--- src/rtl/regfile_arb_pkg.sv ---
// Shared types and default widths for the register-file writeback arbiter.
package regfile_arb_pkg;

    localparam int AW_DEF = 5;
    localparam int DW_DEF = 32;

    typedef enum logic {
        GRANT_S0 = 1'b0,
        GRANT_S1 = 1'b1
    } grant_t;

    typedef logic [AW_DEF-1:0] addr_t;
    typedef logic [DW_DEF-1:0] data_t;

endpackage

--- src/rtl/wb_fifo.sv ---
// Per-source writeback FIFO; full/empty come from the count, pointers wrap modulo DEPTH.
module wb_fifo
    import regfile_arb_pkg::*;
#(
    parameter int DEPTH = 2,
    parameter int AW    = AW_DEF,
    parameter int DW    = DW_DEF
) (
    input  logic                        clk,
    input  logic                        reset,
    input  logic                        push,
    input  logic                        pop,
    input  logic [AW-1:0]               din_addr,
    input  logic [DW-1:0]               din_data,
    output logic [AW-1:0]               head_addr,
    output logic [DW-1:0]               head_data,
    output logic [$clog2(DEPTH):0]      count,
    output logic                        full,
    output logic                        empty,
    output logic [DEPTH-1:0]            ent_valid,
    output logic [DEPTH-1:0][AW-1:0]    ent_addr
);

    localparam int PW = $clog2(DEPTH);
    localparam int CW = PW + 1;
    localparam logic [CW-1:0] FULL_CNT = CW'(DEPTH);

    logic [PW-1:0]              wr_ptr;
    logic [PW-1:0]              rd_ptr;
    logic [DEPTH-1:0][DW-1:0]   mem_data;

    always_ff @(posedge clk or posedge reset) begin
        if (reset) begin
            wr_ptr    <= '0;
            rd_ptr    <= '0;
            count     <= '0;
            ent_valid <= '0;
        end else begin
            // clear before set: a same-slot push/pop cannot happen, but push wins if it did
            if (pop) begin
                rd_ptr            <= rd_ptr + 1'b1;
                ent_valid[rd_ptr] <= 1'b0;
            end
            if (push) begin
                wr_ptr            <= wr_ptr + 1'b1;
                ent_valid[wr_ptr] <= 1'b1;
            end
            if (push && !pop) begin
                count <= count + 1'b1;
            end else if (pop && !push) begin
                count <= count - 1'b1;
            end
        end
    end

    always_ff @(posedge clk) begin
        if (push) begin
            ent_addr[wr_ptr] <= din_addr;
            mem_data[wr_ptr] <= din_data;
        end
    end

    assign head_addr = ent_addr[rd_ptr];
    assign head_data = mem_data[rd_ptr];
    assign full      = (count == FULL_CNT);
    assign empty     = (count == '0);

endmodule

--- src/rtl/regfile_wb_arbiter.sv ---
// Round-robin arbiter draining two writeback FIFOs onto the registered register-file
// write port, with pending-write hit flags for the three read addresses.
module regfile_wb_arbiter
    import regfile_arb_pkg::*;
#(
    parameter int DEPTH = 2,
    parameter int AW    = AW_DEF,
    parameter int DW    = DW_DEF
) (
    input  logic            clk,
    input  logic            reset,
    input  logic            s0_valid,
    output logic            s0_ready,
    input  logic [AW-1:0]   s0_addr,
    input  logic [DW-1:0]   s0_data,
    input  logic            s1_valid,
    output logic            s1_ready,
    input  logic [AW-1:0]   s1_addr,
    input  logic [DW-1:0]   s1_data,
    output logic            we3,
    output logic [AW-1:0]   wa3,
    output logic [DW-1:0]   wd3,
    input  logic [AW-1:0]   ra1,
    input  logic [AW-1:0]   ra2,
    input  logic [AW-1:0]   ra3,
    output logic            hit1,
    output logic            hit2,
    output logic            hit3
);

    localparam int CW = $clog2(DEPTH) + 1;
    localparam logic [CW-1:0] FULL_CNT = CW'(DEPTH);

    logic [CW-1:0]              count0, count1;
    logic                       full0, full1, empty0, empty1;
    logic                       push0, push1, pop0, pop1;
    logic [AW-1:0]              head_addr0, head_addr1;
    logic [DW-1:0]              head_data0, head_data1;
    logic [DEPTH-1:0]           vld0, vld1;
    logic [DEPTH-1:0][AW-1:0]   ent0, ent1;

    grant_t         last_grant, gnt;
    logic           gnt_valid;
    logic [AW-1:0]  gnt_addr;
    logic [DW-1:0]  gnt_data;

    assign s0_ready = (count0 < FULL_CNT) && !reset;
    assign s1_ready = (count1 < FULL_CNT) && !reset;

    // writes to register 0 complete the handshake but never enter the queue
    assign push0 = s0_valid && s0_ready && !full0 && (s0_addr != '0);
    assign push1 = s1_valid && s1_ready && !full1 && (s1_addr != '0);

    wb_fifo #(.DEPTH(DEPTH), .AW(AW), .DW(DW)) u_fifo0 (
        .clk(clk), .reset(reset), .push(push0), .pop(pop0),
        .din_addr(s0_addr), .din_data(s0_data),
        .head_addr(head_addr0), .head_data(head_data0),
        .count(count0), .full(full0), .empty(empty0),
        .ent_valid(vld0), .ent_addr(ent0)
    );

    wb_fifo #(.DEPTH(DEPTH), .AW(AW), .DW(DW)) u_fifo1 (
        .clk(clk), .reset(reset), .push(push1), .pop(pop1),
        .din_addr(s1_addr), .din_data(s1_data),
        .head_addr(head_addr1), .head_data(head_data1),
        .count(count1), .full(full1), .empty(empty1),
        .ent_valid(vld1), .ent_addr(ent1)
    );

    always_ff @(posedge clk or posedge reset) begin
        if (reset) begin
            last_grant <= GRANT_S1;
            we3        <= 1'b0;
            wa3        <= '0;
            wd3        <= '0;
        end else begin
            we3 <= gnt_valid;
            if (gnt_valid) begin
                last_grant <= gnt;
                wa3        <= gnt_addr;
                wd3        <= gnt_data;
            end
        end
    end

    always_comb begin
        gnt       = GRANT_S0;
        gnt_valid = 1'b0;
        if (!empty0 && !empty1) begin
            gnt_valid = 1'b1;
            gnt       = (last_grant == GRANT_S1) ? GRANT_S0 : GRANT_S1;
        end else if (!empty0) begin
            gnt_valid = 1'b1;
            gnt       = GRANT_S0;
        end else if (!empty1) begin
            gnt_valid = 1'b1;
            gnt       = GRANT_S1;
        end
    end

    assign pop0     = gnt_valid && (gnt == GRANT_S0);
    assign pop1     = gnt_valid && (gnt == GRANT_S1);
    assign gnt_addr = (gnt == GRANT_S1) ? head_addr1 : head_addr0;
    assign gnt_data = (gnt == GRANT_S1) ? head_data1 : head_data0;

    logic [2:0][AW-1:0] ra_vec;
    logic [2:0]         hit_vec;

    assign ra_vec = {ra3, ra2, ra1};

    always_comb begin
        hit_vec = '0;
        for (int r = 0; r < 3; r++) begin
            if (we3 && (wa3 == ra_vec[r])) hit_vec[r] = 1'b1;
            for (int e = 0; e < DEPTH; e++) begin
                if (vld0[e] && (ent0[e] == ra_vec[r])) hit_vec[r] = 1'b1;
                if (vld1[e] && (ent1[e] == ra_vec[r])) hit_vec[r] = 1'b1;
            end
            if (ra_vec[r] == '0) hit_vec[r] = 1'b0;
        end
    end

    assign hit1 = hit_vec[0];
    assign hit2 = hit_vec[1];
    assign hit3 = hit_vec[2];

endmodule

--- config.mk ---
export PLATFORM = sky130hd
export DESIGN_NAME = regfile_wb_arbiter
export DESIGN_NICKNAME = d
export VERILOG_FILES = /design/src/rtl/regfile_arb_pkg.sv /design/src/rtl/wb_fifo.sv /design/src/rtl/regfile_wb_arbiter.sv
export SDC_FILE = /design/constraint.sdc
export NUM_CORES = 1
export LEC_CHECK = 0
export CAP_MARGIN = 20
export CORE_ASPECT_RATIO = 1.5
export CORE_MARGIN = 4
export CORE_UTILIZATION = 25
export DETAILED_ROUTE_END_ITERATION = 8
export DONT_BUFFER_PORTS = 1
export PLACE_DENSITY_LB_ADDON = 0.08
export SLEW_MARGIN = 40
export SYNTH_ARGS = -nofsm -noshare
export SYNTH_HDL_FRONTEND = slang
export SYNTH_SLANG_ARGS = --single-unit
--- constraint.sdc ---
create_clock -name clk -period 5.25 [get_ports clk]
set_input_delay 1.05 -clock clk [delete_from_list [all_inputs] [get_ports clk]]
set_output_delay 1.05 -clock clk [all_outputs]
set_load 0.005 [all_outputs]
==> results of run 1 <==
==> through the flow <==
step	area, um^2	std cells	util, %	hold slack (ns)
after floorplan	8399	573	-	0.4554
after global placement	8803	962	26.40	0.4580
after detailed placement	8815	962	26.44	0.4665
after CTS	9358	994	28.06	0.4778
after global routing	9358	994	28.06	0.4838
final	9358	994	28.06	0.4766
==> flip-flops by register name, summed over array words and instances, names as in the netlist <==
| register | flops |
|---|---|
| u_fifo0.wr_ptr | 1 |
| we3 | 1 |
| u_fifo0.count | 2 |
| u_fifo1.wr_ptr | 1 |
| u_fifo1.ent_addr | 10 |
| u_fifo0.ent_valid | 2 |
| u_fifo0.rd_ptr | 1 |
| wa3 | 5 |
| u_fifo1.rd_ptr | 1 |
| last_grant | 1 |
| u_fifo1.ent_valid | 2 |
| u_fifo0.mem_data | 64 |
| wd3 | 32 |
| u_fifo0.ent_addr | 10 |
| u_fifo1.mem_data | 64 |
| u_fifo1.count | 2 |
==> logic make-up (layout without fill, tap and decap cells) <==
logic type      count (synthesis)  after routing
flops                         199            199
compound gates                 99             99
simple gates                   91             91
xor+xnor                       85             85
mux                            50             50
buf+inv                        47             48
fa+ha+maj                       2              2
==> worst max-delay path by stage <==
stage	from	endpoint	slack, ns	depth (start not counted)
2_1_floorplan	reset	u_fifo0.ent_addr[0]	1.82	3
3_3_place_gp	reset	u_fifo1.mem_data[9]	1.97	4
3_5_place_dp	reset	u_fifo1.mem_data[3]	1.98	4
4_1_cts	u_fifo1.ent_addr[4]	hit1	2.10	5
5_1_grt	u_fifo1.ent_addr[4]	hit1	2.01	5
6_report	u_fifo0.ent_addr[3]	hit2	2.12	5
==> worst max-delay path: stages (launching register included) <==
cell	delay (ns)
edfxtp_1	0.57
xor2_1	0.23
nor4_1	0.38
nand3_1	0.12
o311ai_1	0.09
o22a_1	0.24
==> final cells by class <==
type	count	area [um^2]	area share (%)
timing repair buffer	7	56.30	0.6017
sequential	199	5724	61.17
tap	420	525.5	5.616
clock buffer	19	442.9	4.733
multi-input combinational	327	2475	26.45
clock inverter	13	100.1	1.070
inverter	9	33.78	0.3610
==> metal layers <==
layer  up-vias  global-route usage, %
met5         -                      0
met4         0                  5.085
met3        33                  5.601
met2       122                  24.01
met1      2339                  13.74
li1       2107                      -
==> where the power goes <==
part	internal, W	switching, W
Combinational	0.000571	0.000791
Clock	0.000623	0.000599
Sequential	0.00203	0.000388
==> layout by cell type, fill, tap and decap left out, types with 2 or more instances in the layout <==
cell type / instances
or4_1: 4
clkbuf_16: 17
clkinv_2: 2
clkinv_4: 5
o32a_1: 8
nand2_1: 38
o21ai_1: 32
o31ai_1: 2
o21ai_0: 16
dfrtp_2: 2
nand4_1: 4
inv_2: 3
o22a_1: 3
ha_1: 2
nor2_4: 4
mux2i_1: 45
dfrtp_1: 48
nor2_1: 10
o311ai_1: 2
o211ai_2: 2
nand3_1: 12
clkinvlp_4: 3
nor2_2: 2
xor2_1: 52
a221o_1: 24
inv_1: 6
xnor2_1: 33
edfxtp_1: 148
mux2_2: 5
buf_4: 6
or2_1: 2
o22ai_1: 2
a21oi_1: 6
nor4_1: 11
==> impl_metrics.py, run 1 <==
metrics = {
    "synth": {
        "synth_top_area_share_pct": 52.91,
        "synth_seq_cells": 199,
        "yosysTopAreaCell": "edfxtp_1",
        "yosys-top-cells-count": "148 x edfxtp_1, 52 x xor2_1, 50 x dfrtp_1",
        "ys_types": 41,
        "synth_xor_area_share_pct": 8.863,
        "synth-adder-area-share_pct": 0.2979,
        "yosysWarningCount": 0,
        "avgSynthCellArea_um2": 14.66,
        "synth_edf_count": 148,
        "syn_nets": 668,
        "synthSimpleGateAreaFrac_pct": 5.541,
        "syn_area_um2": 8399,
        "synth_mux_area_share_pct": 6.033,
        "ys_async_sr_fraction_pct": 25.63,
        "ys_top_cells_by_area": "edfxtp_1 53%, dfrtp_1 15%, xor2_1 5.4%, mux2i_1 5.4%, xnor2_1 3.4%",
        "seq_area_frac_synth_pct": 68.12,
        "synth-main-ff-cell": "edfxtp_1",
        "synth_top_family_by_area": "XOR/XNOR gates",
        "synth_most_common_cell": "edfxtp_1",
        "synth_compound_area_share_pct": 8.372,
        "synth_cells": 573,
    },
    "clock_tree": {
        "cts_resized": 0,
        "cts_tree": "yes",
        "h-tree-depth": 4,
        "cts_setup_buffers": 0,
        "cts_buffers": 17,
        "cts_buffer_depth": 2,
        "path_clk_slew_ns": 0.07,
        "clockRootBuffer": "clkbuf_16",
        "hold_buffers": 0,
        "cts.sinks": 199,
        "clk_latency_ns": 0.44,
    },
    "cells_and_area": {
        "fill_cells": 3360,
        "finalNetCount": 656,
        "drive_gt1_share_pct": 10.80,
        "antenna_cells": 0,
        "synthToLayoutAreaGrowth_pct": 11.41,
    },
    "power": {
        "power.density_nw_per_um2": 534.5,
        "peakVddDrop_uv": 261.9,
        "power_w": 0.005001,
        "p_leak_nw": 3.236,
    },
    "drt": {
        "first_pass_iters": 4,
        "initialDrtViolationCount": 276,
        "wl_met2_um": 12790,
        "met1Wirelength_um": 8768,
        "antenna_left": 0,
        "via_per_inst": 4.629,
        "drc_errors": 0,
        "met3_length_um": 1897,
        "wl_um": 24090,
        "route.top_layer_used": "met4",
        "vias": 4601,
        "routedWlPerCell_um": 24.24,
    },
    "die": {
        "die_area_um2": 36650,
        "core-area_um2": 33340,
        "std_cell_rows": 82,
        "start_util_pct": 25.19,
        "floorplan.io_pins": 136,
        "die_w_um": 157.7,
        "die_h_um": 232.5,
    },
    "critical_path": {
        "worstPathMaxFanout": 4,
        "worstPathRequired_ns": 4.20,
        "crit_arrival_ns": 2.08,
        "r2r-end": "u_fifo1.mem_data[3]",
        "rr_worst_depth": 4,
        "end_kind": "primary output",
        "worst-r2r-setup-slack_ns": 2.73,
        "crit_type": "reg -> out",
        "cp-start-kind": "register",
        "r2r-start": "u_fifo1.count[1]",
    },
    "outcome": {
        "status": "finished, final reports clean",
    },
    "sta": {
        "fmax_mhz": 319.4,
        "setup_viol": 0,
        "fin_ws_ns": 2.119,
        "hold_violations": 0,
        "slew_headroom_pct": 51.28,
        "worst_pin_slew_ns": 0.7308,
        "fin_tns_setup_ns": 0,
        "period_share_pct": 59.64,
        "rsz0062_at_grt": "false",
        "finalMaxSlewViolations": 0,
        "clock_skew_ns": 0.006627,
        "min_period_ns": 3.131,
    },
    "worst_hold_path": {
        "min_from": "u_fifo0.mem_data[29]",
        "min_path_cells": 1,
        "holdCritPathClass": "reg -> reg",
        "hold_path_end": "wd3[29]",
    },
    "global_routing": {
        "grt_pass1_vias": 5045,
        "grt_max_degree": 52,
        "grt_pass1_wl_um": 34850,
        "antenna_found_initial": 0,
        "grt-ovfl-total": 0,
        "grt_usage_pct": 13.41,
    },
    "placement": {
        "dp_hpwl_um": 15980,
        "preCtsSetupSlack_ns": 1.978,
        "gp_congestion": 0.8414,
        "place.port_buffers": 0,
    },
    "flow_run": {
        "max_cap_viol_count": 0,
    },
}
No activity file was read; power rests on OpenSTA's default activity.
==> inputs of run 2 (changes only) <==
clock period = 3 ns   (was 5.25 ns; I/O delays follow)
==> run 2 against run 1 <==
Effect of this change:
- first-iteration DRC count up 23%
- setup slack got worse by 1.7 ns
- sequential share of layout area is 0.75 points lower
- register-to-register slack lost 2.1 ns
- largest cell class unchanged
- final area grew 1.2%
- cell count up 0.60%
- clock skew rose by 0.0033 ns
- wire length down 4.5%
- global-route usage down 0.51 points
- combinational power is 86% higher
- critical path depth is the same
- via count hardly changed
==> impl_metrics.py, run 2 (synthesis results as in run 1) <==
metrics = {
    "outcome": {
        "status": "finished, final reports clean",
    },
    "die": {
        "core-area_um2": 33340,
        "die_area_um2": 36650,
        "die_w_um": 157.7,
        "std_cell_rows": 82,
        "start_util_pct": 25.19,
        "die_h_um": 232.5,
        "floorplan.io_pins": 136,
    },
    "sta": {
        "rsz0062_at_grt": "false",
        "period_share_pct": 87.04,
        "hold_violations": 0,
        "fmax_mhz": 383.0,
        "setup_viol": 0,
        "fin_tns_setup_ns": 0,
        "whs_ns": 0.08971,
        "clock_skew_ns": 0.009903,
        "min_period_ns": 2.611,
        "finalMaxSlewViolations": 0,
        "worst_pin_slew_ns": 0.7422,
        "slew_headroom_pct": 50.51,
    },
    "critical_path": {
        "cp-start-kind": "register",
        "crit_arrival_ns": 2.01,
        "worstPathRequired_ns": 2.40,
        "crit_chain": "xor2_1 -> nor4_1 -> nand3_1 -> o311ai_1 -> o22a_1",
        "slowest_delay_ns": 0.49,
        "crit_type": "reg -> out",
        "worstPathMaxFanout": 4,
        "end_kind": "primary output",
        "path_delay_family": "simple AND/OR/NAND/NOR gates",
        "cp.buffers_inverters": 0,
        "worst_path_max_delay_cell": "edfxtp_1",
    },
    "placement": {
        "dp_hpwl_um": 15960,
        "place.port_buffers": 0,
        "gp_congestion": 0.8043,
    },
    "drt": {
        "wl_um": 23010,
        "routedWlPerCell_um": 23.01,
        "antenna_left": 0,
        "vias": 4603,
        "via_per_inst": 4.603,
        "drc_errors": 0,
        "initialDrtViolationCount": 340,
        "first_pass_iters": 4,
    },
    "cells_and_area": {
        "antenna_cells": 0,
        "synthToLayoutAreaGrowth_pct": 12.77,
        "final_common_cell": "edfxtp_1",
        "drive_gt1_share_pct": 11.21,
        "final_cell_mix": "148 x edfxtp_1, 52 x xor2_1, 49 x dfrtp_1, 45 x mux2i_1, 38 x nand2_1",
        "finalNetCount": 662,
        "fill_cells": 3308,
        "largestRegisters": "u_fifo0.mem_data (64), u_fifo1.mem_data (64), wd3 (32)",
    },
    "global_routing": {
        "grt_pass1_wl_um": 33780,
        "grt_pass1_vias": 4988,
        "grt_max_degree": 39,
        "grt_usage_pct": 12.90,
        "grt-ovfl-total": 0,
        "antenna_found_initial": 0,
    },
    "clock_tree": {
        "clockRootBuffer": "clkbuf_16",
        "cts_setup_buffers": 0,
        "h-tree-depth": 4,
        "hold_buffers": 0,
        "cts_buffers": 17,
        "cts.sinks": 199,
        "cts_resized": 0,
        "cts_tree": "yes",
        "clk_latency_ns": 0.44,
        "path_clk_slew_ns": 0.07,
        "cts_buffer_depth": 2,
    },
    "power": {
        "peakVddDrop_uv": 339.6,
        "power.density_nw_per_um2": 923.6,
        "power_w": 0.008748,
        "p_leak_nw": 3.284,
    },
    "flow_run": {
        "max_cap_viol_count": 0,
    },
    "worst_hold_path": {
        "holdCritPathClass": "in -> async",
    },
}
run 2: worst paths after layout:
path | from | endpoint | slack [ns] | depth (start not counted)
max in group asynchronous | reset | u_fifo1.rd_ptr | 2.32 | 2
min in group clk | s0_data[25] | u_fifo0.mem_data[57] | 0.25 | 0
worst max register to register | u_fifo0.count[0] | wd3[10] | 0.67 | 5
worst min register to register | u_fifo0.mem_data[46] | wd3[14] | 0.48 | 1
worst max-delay path | u_fifo1.ent_addr[8] | hit2 | 0.39 | 5
worst min-delay path | reset | u_fifo0.rd_ptr | 0.09 | 1
run 2: cell type report:
cell class	count	area (um^2)	share of cell area (%)
repair buffers	13	187.7	1.982
clock buffers	18	429.2	4.531
well taps	420	525.5	5.548
flip-flops and latches	199	5723	60.42
multi-input cells	327	2469	26.06
inverters	9	35.03	0.3699
clock inverters	14	102.6	1.083
run 2: power breakdown:
| part | switching (W) | internal [W] | leakage (nW) |
|---|---|---|---|
| Combinational | 0.00142 | 0.00111 | 1.08 |
| Clock | 0.00101 | 0.00106 | 0.251 |
| Sequential | 0.000594 | 0.00355 | 1.95 |
| Total | 0.00302 | 0.00572 | 3.28 |
run 2: through the flow:
stage	instances	area, um^2	util (%)	worst slack (ns)
after global routing	1000	9472	28.41	0.1928
final	1000	9472	28.41	0.3887
after CTS	1000	9470	28.40	0.2872
after global placement	966	8896	26.68	0.4937
after floorplan	573	8399	-	0.02015
after detailed placement	968	8939	26.81	0.6378
run 2: worst reg2reg max path, delay by kind of cell, from the launching register on:
kind,cells,cell delay [ns]
simple gates,2,0.89
compound gates,2,0.62
flops,1,0.40
buf+inv,1,0.36
run 2: layer usage:
layer  global-route usage [%]  vias up  share of wire, %
met5                        0        -                 0
met4                    4.600        0               2.1
met3                    4.224       20               6.6
met2                    23.27      142                54
met1                    13.93     2316                37
li1                         -     2125                 -
==> inputs of run 3 (changes only) <==
CAP_MARGIN = not set   (was 20)
CORE_UTILIZATION = 40   (was 25)
==> run 3 against run 2 <==
Effect of this change:
- via count is 0.46% higher
- maximum frequency shrank 2.4%
- final area shrank 1.9%
- count of clock-buffer cells in the layout fell by 1
- critical path depth unchanged
- sequential cell count did not move
- setup slack lost 0.063 ns
==> impl_metrics.py, run 3 (synthesis results as in run 1) <==
metrics = {
    "critical_path": {
        "cp-start-kind": "register",
        "slowest_delay_ns": 0.50,
        "worstPathRequired_ns": 2.40,
        "worstPathMaxFanout": 4,
        "cp.buffers_inverters": 0,
        "path_delay_family": "simple AND/OR/NAND/NOR gates",
        "crit_chain": "xor2_1 -> nor4_1 -> nand3_1 -> o311ai_1 -> o22a_1",
        "worst_path_max_delay_cell": "edfxtp_1",
        "crit_type": "reg -> out",
        "rr_worst_depth": 5,
        "worstSetupPathDepth": 5,
        "end_kind": "primary output",
        "crit_arrival_ns": 2.07,
    },
    "cells_and_area": {
        "finalNetCount": 661,
        "largestRegisters": "u_fifo0.mem_data (64), u_fifo1.mem_data (64), wd3 (32)",
        "drive_gt1_share_pct": 11.74,
        "fill_cells": 1868,
        "final_cell_mix": "148 x edfxtp_1, 52 x xor2_1, 49 x dfrtp_1, 45 x mux2i_1, 38 x nand2_1",
        "antenna_cells": 0,
        "synthToLayoutAreaGrowth_pct": 10.58,
        "final_common_cell": "edfxtp_1",
        "finalNonFillerCells": 843,
    },
    "power": {
        "seqPwrFrac_pct": 47.4,
        "combPwrFrac_pct": 26.4,
        "peakVddDrop_uv": 378.7,
        "p_int_w": 0.005793,
        "switching_share_pct": 34.31,
        "p_leak_nw": 3.299,
        "power_frac_clock_pct": 26.2,
        "power.density_nw_per_um2": 949.5,
        "p_switching_w": 0.003026,
    },
    "drt": {
        "first_pass_iters": 4,
        "vias": 4624,
        "wl_um": 20040,
        "via_per_inst": 5.485,
        "routedWlPerCell_um": 23.77,
        "initialDrtViolationCount": 278,
        "drc_errors": 0,
        "antenna_left": 0,
    },
    "clock_tree": {
        "cts_setup_buffers": 0,
        "cts_resized": 0,
        "cts_buffers": 17,
        "cts_buffer_depth": 2,
        "h-tree-depth": 4,
        "clockRootBuffer": "clkbuf_16",
        "cts.sinks": 199,
        "hold_buffers": 0,
        "path_clk_slew_ns": 0.07,
        "clk_latency_ns": 0.43,
        "cts_tree": "yes",
    },
    "sta": {
        "finalMaxSlewViolations": 0,
        "hold_violations": 0,
        "slew_headroom_pct": 54.13,
        "worst_pin_slew_ns": 0.6880,
        "rsz0062_at_grt": "false",
        "min_period_ns": 2.674,
        "clock_skew_ns": 0.008799,
        "fin_tns_setup_ns": 0,
        "setup_viol": 0,
        "period_share_pct": 89.15,
        "fmax_mhz": 373.9,
    },
    "global_routing": {
        "grt_pass1_vias": 4933,
        "grt_max_degree": 42,
        "grt_pass1_wl_um": 30610,
        "antenna_found_initial": 0,
        "grt_usage_pct": 17.39,
        "grt-ovfl-total": 0,
    },
    "outcome": {
        "status": "finished, final reports clean",
    },
    "die": {
        "floorplan.io_pins": 136,
        "std_cell_rows": 64,
        "die_h_um": 185.5,
        "core-area_um2": 20500,
        "die_area_um2": 23430,
        "start_util_pct": 40.97,
        "die_w_um": 126.3,
    },
    "placement": {
        "gp_congestion": 0.8598,
        "dpl.cell_count": 811,
        "place.port_buffers": 0,
        "dp_hpwl_um": 14200,
    },
    "worst_hold_path": {
        "holdCritPathClass": "in -> async",
    },
    "flow_run": {
        "max_cap_viol_count": 0,
    },
}
[run 3: cell count changes in the layout (fill, tap and decap cells not counted), sizes merged]
| cell | delta |
|---|---|
| clkinv | -6 |
| inv | +6 |
| buf | -1 |
| bufinv | +1 |
| clkbuf | -1 |
[run 3: power groups by stage]
stage	Combinational, W	Clock [W]	Sequential (W)
3_5_place_dp	0.00238	0	0.00425
6_report	0.00233	0.00231	0.00418
2_1_floorplan	0.00203	0	0.00391
3_3_place_gp	0.00232	0	0.00425
5_1_grt	0.00260	0.00249	0.00425
4_1_cts	0.00239	0.00237	0.00420
[run 3: final cells by class]
cell class                 count  area, um^2  share of cell area (%)
sequential                   199        5723                   61.62
timing repair buffer          12       122.6                   1.320
inverter                       9       36.28                  0.3907
tap                          264       330.3                   3.557
multi-input combinational    327        2469                   26.58
clock buffer                  17       425.4                   4.580
clock inverter                15       181.4                   1.953
[run 3: routing by layer]
layer	part of all wire [%]	vias up	track usage, %	wire (um)
met5	0	-	0	0
met4	3.0	0	7.256	604
li1	-	2124	-	-
met1	37	2306	19.20	7338
met2	53	157	30.36	10590
met3	7.5	37	6.345	1503
[run 3: worst paths after layout]
check                                          start              endpoint  slack [ns]
worst max-delay path             u_fifo1.ent_addr[7]                  hit2        0.33
max in group asynchronous                      reset        u_fifo1.rd_ptr        2.33
worst max register to register      u_fifo0.count[0]               wd3[16]        0.71
worst min register to register  u_fifo0.mem_data[58]               wd3[26]        0.48
worst min-delay path                           reset      u_fifo0.count[1]        0.10
min in group clk                         s1_data[26]  u_fifo1.mem_data[58]        0.26
[run 3: per-stage QoR]
stage	area [um^2]	utilization, %	hold WS (ns)	total power (W)	worst slack (ns)
CTS	9288	45.31	0.1170	0.008954	0.2632
global placement	8651	42.20	0.4575	0.006563	0.5334
detailed placement	8681	42.35	0.4639	0.006637	0.5789
finish	9288	45.31	0.1001	0.008819	0.3256
global route	9288	45.31	0.1336	0.009347	0.1620
floorplan	8399	-	0.4554	0.005932	0.02015
[run 3: worst register-to-register path, delay by kind of cell (launching register included)]
kind / cells / cell delay (ns)
flops: 1 / 0.40
buf+inv: 1 / 0.35
compound gates: 3 / 0.92
simple gates: 1 / 0.51
==> patch, RTL diff (settings of run 2) <==
Reset style: synchronous (`reset`), changed in 2 clocked blocks.
--- a/src/rtl/wb_fifo.sv
+++ b/src/rtl/wb_fifo.sv
@@ -29,7 +29,7 @@
     logic [PW-1:0]              rd_ptr;
     logic [DEPTH-1:0][DW-1:0]   mem_data;
 
-    always_ff @(posedge clk or posedge reset) begin
+    always_ff @(posedge clk) begin
         if (reset) begin
             wr_ptr    <= '0;
             rd_ptr    <= '0;
--- a/src/rtl/regfile_wb_arbiter.sv
+++ b/src/rtl/regfile_wb_arbiter.sv
@@ -67,7 +67,7 @@
         .ent_valid(vld1), .ent_addr(ent1)
     );
 
-    always_ff @(posedge clk or posedge reset) begin
+    always_ff @(posedge clk) begin
         if (reset) begin
             last_grant <= GRANT_S1;
             we3        <= 1'b0;
Check against the original RTL: not equivalent (a bounded check fails within 4 cycles, from zero or initial values and one cycle with reset high; the reset may be asserted at any time).
==> patch against run 2 <==
  * Critical endpoint unchanged
  * Final area increased by 0.96%
  * Worst setup slack got worse by 0.0067 ns
  * Via count increased by 4.5%
  * Worst hold slack improved by 0.14 ns
  * Wire length increased by 3.0%
  * Largest cell class unchanged
  * Power decreased by 6.4%
  * Synthesized area increased by 0.98%
  * Sequential cell count unchanged
==> patch: results (changes against run 2) <==
yosys-mux-area-fraction: 0.0543  # -0.00605
multi_input_area_share: 0.293  # +0.0323
hp-class: "in2reg"
post-route-period-util: 0.873  # +0.00222
synth.top_cells.by_area: "sky130_fd_sc_hd__edfxtp_1 (52%), sky130_fd_sc_hd__dfxtp_1 (12%), sky130_fd_sc_hd__xor2_1 (6.6%)"
synthArstFlopShare: 0  # -0.256
post-layout-total-power_w: 0.00819  # -6.4%
use_met3: 0.0502  # +0.00799
synth_cells: 625  # +9.1%
endpoint_of_the_lowest_slack_register_to_register_path: "u_fifo1.count[1]"
grt_pass1_wl_um: 34500  # +2.0%
drive_above_1_share: 0.135  # +0.0233
first_iter_violations: 210  # -38%
diodes: 1  # +1
synth_compound_gate_area_share: 0.0987  # +0.0150
met1Wirelength_um: 8220  # -3.8%
vias_in_the_first_global_route: 5212  # +4.5%
post_drt_wl_per_cell_um: 22.6  # -1.9%
postSynthNetCount: 720  # +7.8%
ff_latch_area_mm2: 0.00547  # -4.5%
timing.clock.skew_ns: 0.00985  # -0.0000532 ns
worstSetupStartpoint: "u_fifo0.ent_addr[8]"
area.growth.synth_to_final_pct: 12.7  # about the same
outcome: "finished clean"
relSlewSlack: 0.506  # +0.000707
power.sequential.total_w: 0.00379  # -8.7%
final-clk-cell-share: 0.0602  # +0.00404
share_of_the_yosys_chip_area_belonging_to_registers: 0.644  # -0.0369
placed_cells: 1015  # +4.9%
n_all_buffers: 17  # +4
met3_wirelength_um: 1560  # +3.1%
final_net_count: 710  # +7.3%
power.leakage_nw: 3.11  # -5.4%
synth.lib_cells_used.distinct: 31  # -24%
finalHoldWorstSlack_ns: 0.233  # +0.144 ns
rrSetupSlack_ns: 0.65  # -0.02 ns
clock_buffers: 21  # +3
grt_antenna_before_repair: 1  # +1
## patch: cell types whose count changed in the layout (fill, tap and decap cells not counted), moves of 8 or more
| cell | delta |
|---|---|
| sky130_fd_sc_hd__dfrtp_1 | -49 |
| sky130_fd_sc_hd__dfxtp_1 | +49 |
| sky130_fd_sc_hd__nor2_1 | +46 |
| sky130_fd_sc_hd__o21ai_1 | -31 |
| sky130_fd_sc_hd__a2111oi_2 | +28 |
| sky130_fd_sc_hd__a211oi_1 | +28 |
| sky130_fd_sc_hd__nor2b_1 | +28 |
| sky130_fd_sc_hd__a221o_1 | -24 |
| sky130_fd_sc_hd__nand2_1 | -19 |
| sky130_fd_sc_hd__xnor2_1 | -16 |
| sky130_fd_sc_hd__a21oi_1 | +12 |
| sky130_fd_sc_hd__xor2_1 | +12 |
| sky130_fd_sc_hd__buf_4 | +8 |
| sky130_fd_sc_hd__o32a_1 | -8 |
